[src/rtl/alu_pipe_stream.sv]
// rtl/alu_pipe_stream.sv - two-stage valid/ready ALU pipeline with sideband tag; optional shifter under ALU_PIPE_SHIFT_EN
module alu_pipe_stream #(
    parameter int WIDTH = 8,
    parameter int TAG_W = 4
) (
    input  logic             clk,
    input  logic             rst,
    input  logic             in_valid,
    output logic             in_ready,
    input  logic [3:0]       opcode,
    input  logic [WIDTH-1:0] A,
    input  logic [WIDTH-1:0] B,
    input  logic [TAG_W-1:0] in_tag,
    output logic             out_valid,
    input  logic             out_ready,
    output logic [WIDTH-1:0] result,
    output logic [TAG_W-1:0] out_tag,
    output logic [3:0]       flags,
    output logic             illegal
);

    localparam int MSB = WIDTH - 1;

    logic             s1_valid;
    logic [3:0]       s1_op;
    logic [WIDTH-1:0] s1_a;
    logic [WIDTH-1:0] s1_b;
    logic [TAG_W-1:0] s1_tag;

    logic             s2_load;
    logic [WIDTH:0]   sum_ext;
    logic [WIDTH-1:0] alu_res;
    logic             alu_c;
    logic             alu_v;
    logic             alu_ill;

`ifdef ALU_PIPE_SHIFT_EN
    localparam int SH_W = $clog2(WIDTH);
    logic [SH_W-1:0]    sh;
    logic [WIDTH:0]     shl_ext;
    logic [WIDTH:0]     shr_ext;
    logic [2*WIDTH-1:0] rol_ext;
`endif

    // An empty output register always accepts, so bubbles collapse.
    assign s2_load  = !out_valid || out_ready;
    assign in_ready = !s1_valid || s2_load;

    // Stage 1: capture the operation when the handshake completes.
    always_ff @(posedge clk) begin
        if (rst) begin
            s1_valid <= 1'b0;
            s1_op    <= '0;
            s1_a     <= '0;
            s1_b     <= '0;
            s1_tag   <= '0;
        end else if (in_ready) begin
            s1_valid <= in_valid;
            if (in_valid) begin
                s1_op  <= opcode;
                s1_a   <= A;
                s1_b   <= B;
                s1_tag <= in_tag;
            end
        end
    end

    // Compute result and carry/overflow from the stage-1 operation.
    always_comb begin
        sum_ext = '0;
        alu_res = '0;
        alu_c   = 1'b0;
        alu_v   = 1'b0;
        alu_ill = 1'b0;
`ifdef ALU_PIPE_SHIFT_EN
        sh      = s1_b[SH_W-1:0];
        shl_ext = '0;
        shr_ext = '0;
        rol_ext = '0;
`endif
        case (s1_op)
            4'b0000: begin
                sum_ext = {1'b0, s1_a} + {1'b0, s1_b};
                alu_res = sum_ext[WIDTH-1:0];
                alu_c   = sum_ext[WIDTH];
                alu_v   = (s1_a[MSB] == s1_b[MSB]) && (alu_res[MSB] != s1_a[MSB]);
            end
            4'b0001: begin
                // Bit WIDTH of the extended difference is the borrow (A < B).
                sum_ext = {1'b0, s1_a} - {1'b0, s1_b};
                alu_res = sum_ext[WIDTH-1:0];
                alu_c   = sum_ext[WIDTH];
                alu_v   = (s1_a[MSB] != s1_b[MSB]) && (alu_res[MSB] != s1_a[MSB]);
            end
            4'b0010: alu_res = s1_a & s1_b;
            4'b0011: alu_res = s1_a | s1_b;
            4'b0100: alu_res = s1_a ^ s1_b;
            4'b0101: alu_res = ~s1_a;
            4'b0110: alu_res = s1_b;
`ifdef ALU_PIPE_SHIFT_EN
            4'b0111: begin
                shl_ext = {1'b0, s1_a} << sh;
                alu_res = shl_ext[WIDTH-1:0];
                alu_c   = shl_ext[WIDTH];
            end
            4'b1000: begin
                shr_ext = {s1_a, 1'b0} >> sh;
                alu_res = shr_ext[WIDTH:1];
                alu_c   = shr_ext[0];
            end
            4'b1001: begin
                shr_ext = $unsigned($signed({s1_a, 1'b0}) >>> sh);
                alu_res = shr_ext[WIDTH:1];
                alu_c   = shr_ext[0];
            end
            4'b1010: begin
                rol_ext = {s1_a, s1_a} << sh;
                alu_res = rol_ext[2*WIDTH-1:WIDTH];
            end
`endif
            default: alu_ill = 1'b1;
        endcase
    end

    // Stage 2: output register, held while the consumer stalls.
    always_ff @(posedge clk) begin
        if (rst) begin
            out_valid <= 1'b0;
            result    <= '0;
            flags     <= '0;
            out_tag   <= '0;
            illegal   <= 1'b0;
        end else if (s2_load) begin
            out_valid <= s1_valid;
            if (s1_valid) begin
                result  <= alu_res;
                flags   <= {alu_c, alu_v, alu_res[MSB], (alu_res == '0)};
                out_tag <= s1_tag;
                illegal <= alu_ill;
            end
        end
    end

endmodule

[config.mk]
export PLATFORM = sky130hd
export DESIGN_NAME = alu_pipe_stream
export DESIGN_NICKNAME = d
export VERILOG_FILES = /design/src/rtl/alu_pipe_stream.sv
export SDC_FILE = /design/constraint.sdc
export NUM_CORES = 1
export LEC_CHECK = 0
export ABC_AREA = 1
export CORE_AREA = 5 5 91 93
export DETAILED_ROUTE_END_ITERATION = 7
export DIE_AREA = 0 0 96 98
export GPL_TIMING_DRIVEN = 0
export PLACE_DENSITY = 0.59
export SKIP_CTS_REPAIR_TIMING = 1
export SYNTH_ARGS = -nofsm -noshare
export SYNTH_HDL_FRONTEND = slang
export SYNTH_SLANG_ARGS = --single-unit
export TNS_END_PERCENT = 30
[constraint.sdc]
create_clock -name clk -period 2.31 [get_ports clk]
set_input_delay 0.3465 -clock clk [delete_from_list [all_inputs] [get_ports clk]]
set_output_delay 0.3465 -clock clk [all_outputs]
set_load 0.05 [all_outputs]
==> results.yml <==
synthesis:
  synth_nets: 490
  seq_area_frac_synth: 0.289
  syn_area_um2: 2910
  avgSynthCellArea_um2: 6.67
  synthArstFlopShare: 0
  syn-instance-count: 436
  synth_area_leaders: "dfxtp_1 (29%), ha_1 (10%), nand2_1 (9.3%)"
  synth_flop_cell: "dfxtp_1"
  synth_top_area_frac: 0.289
  ys_seq_elements: 42
  yosys_warnings: 0
  yosysUniqueCellTypes: 30
  synth.most_common_cell: "nand2_1"
  netlist_top_cells_count: "nand2_1 (72), nand3_1 (53), inv_1 (51)"
  yosysTopAreaCell: "dfxtp_1"
  synth-edff-count: 0
floorplanning:
  row_count: 32
  pin_count: 47
  die_area_um2: 9410
  fp.dieH_um: 98
  start_util: 0.391
  core_area_um2: 7450
  fp.dieW_um: 96
placed_design:
  io_buffer_count: 46
  hpwl_mm: 6.73
  pre_cts_slack_ns: 0.167
  place.gp.congestion: 0.889
  dp_cells: 584
power_and_ir_drop:
  switching_share: 0.381
  p_comb_frac: 0.343
  p_switching_uw: 764
  seqPwrFrac: 0.409
  ir_worst_vdd_uv: 251
  p_leak_nw: 1.62
  intPower_mw: 1.24
  p_clk_frac: 0.248
  p_per_area_nw_per_um2: 558
setup_path:
  ff2ff_path_depth: 10
  cp.required_ns: 2.55
  arrival_ns: 2.44
  crit_fanout: 4
  critPathKind: "reg2reg"
  r2r_end: "flags[0]"
  crit_path_end_kind: "flip-flop"
  r2r_start: "s1_b[0]"
  start_kind: "flip-flop"
  rrSetupSlack_ns: 0.10
detailed_routing:
  drt-pass1-iter-count: 4
  dr.max_layer_used: "met4"
  drc_errors: 0
  wl_met2_mm: 3.97
  via_per_inst: 5.04
  routed-via-count: 2982
  drt-initial-drc-count: 164
  wl_met3_um: 357
  routed_wl_mm: 8.42
  drt-met1-wl_mm: 3.91
  wl_per_cell_um: 14.2
  ant_nets: 0
layout:
  area_growth_pct: 23.4
  fillers: 812
  nets: 543
  diodes: 0
  finalNonFillerCells: 592
  layout-drive-gt1-share: 0.0878
worst_hold_path:
  hp-start: "flags[0]"
  holdPathEnd: "flags[0]"
  min_path_type: "reg2reg"
  hold_depth: 2
cts:
  cts_tree: "done"
  cts.sinks: 42
  clkLatencyLatePin_ns: 0.30
  cts.path.max_buffers: 2
  path_clk_slew_ns: 0.09
  htreeDepth: 2
  cts_buffers: 5
  cts-root-buf: "clkbuf_8"
timing:
  setup_viol: 0
  rsz0062_at_grt: "no"
  hold_violations: 0
  worst_slew_pin_slew_ns: 0.614
  fin_tns_setup_ns: 0
  fin_ws_ns: 0.105
  max_freq_mhz: 453
  skew_ns: 0.00615
  slew_headroom: 0.591
  period_needed_ns: 2.21
  maxSlewViolCount: 0
  period_share: 0.955
grt:
  globalRouteOverflowTotal: 0
  antenna_found_initial: 0
  grt_first_pass_wirelength_mm: 14.1
  track_usage: 0.193
  grt_max_degree: 15
  grt_pass1_vias: 2910
run:
  drv_cap: 0
status:
  outcome: "complete, no violations"
-- cell families (layout without fill, tap and decap cells) --
group,count (synthesis),in the layout,share of synthesized area
flip-flops,42,42,0.289
adder cells (fa/ha/maj),26,26,0.117
AO/OA/AOI/OAI,88,88,0.160
buffers and inverters,77,131,0.114
XOR/XNOR,1,1,0.00301
AND/OR/NAND/NOR,202,202,0.317
-- area by class of cell --
| type | instances | area (um^2) | area share |
|---|---|---|---|
| clock inverters | 3 | 18.8 | 0.00523 |
| inverters | 60 | 228 | 0.0634 |
| well taps | 102 | 128 | 0.0355 |
| multi-input cells | 317 | 1740 | 0.485 |
| plain buffers | 17 | 105 | 0.0293 |
| repair buffers | 46 | 460 | 0.128 |
| clock buffers | 5 | 68.8 | 0.0192 |
| flip-flops and latches | 42 | 842 | 0.234 |
-- critical path, stage by stage (launching register included) --
cell	delay (ns)
dfxtp_1	0.36
ha_1	0.29
fa_1	0.46
or2_1	0.23
nand3_1	0.08
nand3_1	0.07
nor2_1	0.22
nand3_1	0.11
nor2_1	0.10
nand4_1	0.11
a21oi_1	0.13
-- state kept, by name, summed over array words and instances, names as in the netlist, 4 cells and up --
signal	cells
s1_tag	4
out_tag	4
s1_op	4
s1_a	8
result	7
flags	4
s1_b	8
-- power groups by stage --
stage,Sequential (mW),Combinational [mW],Clock (mW)
2_1_floorplan,0.903,0.397,0
3_3_place_gp,0.835,0.680,0
3_5_place_dp,0.837,0.684,0
4_1_cts,0.819,0.686,0.508
5_1_grt,0.828,0.768,0.543
6_report,0.819,0.688,0.497
-- placed cells by master (no fill, tap or decap), types with 2 or more instances in the layout --
cell type        synthesis  layout
a21boi_1                 2       2
a21oi_1                 31      31
a31oi_1                  2       2
buf_4                    5       5
buf_6                    3       3
clkbuf_1                 9       9
clkbuf_8                 0       5
clkdlybuf4s50_1          0      46
clkinv_2                 0       2
dfxtp_1                 42      41
fa_1                     2       2
ha_1                    24      23
inv_1                   51      51
inv_2                    7       7
nand2_1                 72      72
nand2_2                  6       6
nand3_1                 53      53
nand4_1                  8       8
nor2_1                  50      49
nor2_2                   4       5
nor2_4                   4       4
o211ai_1                 6       6
o21ai_0                 42      42
o21ai_1                  3       3
o22ai_1                  2       2
-- through the flow --
stage,power [mW],hold slack (ns),utilization,instance area (um^2)
6_report,2.00,0.474,0.482,3590
5_1_grt,2.14,0.504,0.482,3590
4_1_cts,2.01,0.477,0.481,3580
3_5_place_dp,1.52,0.463,0.470,3500
3_3_place_gp,1.51,0.458,0.470,3500
2_1_floorplan,1.30,0.416,-,2910
-- how the worst max path moves through the flow --
stage               from         to  slack, ns
2_1_floorplan  out_valid   s1_valid       0.22
3_3_place_gp         rst  result[2]       0.17
3_5_place_dp         rst    s1_b[5]       0.17
4_1_cts          s1_a[0]   flags[0]       0.14
5_1_grt          s1_b[2]   flags[0]      0.003
6_report         s1_b[0]   flags[0]       0.10
-- routing by layer --
layer | global-route usage | vias to the layer above
met4 | 0.0646 | 0
met1 | 0.261 | 1365
met2 | 0.304 | 78
li1 | - | 1527
met3 | 0.0370 | 12
met5 | 0 | -
(Power assumes the default switching activity.)
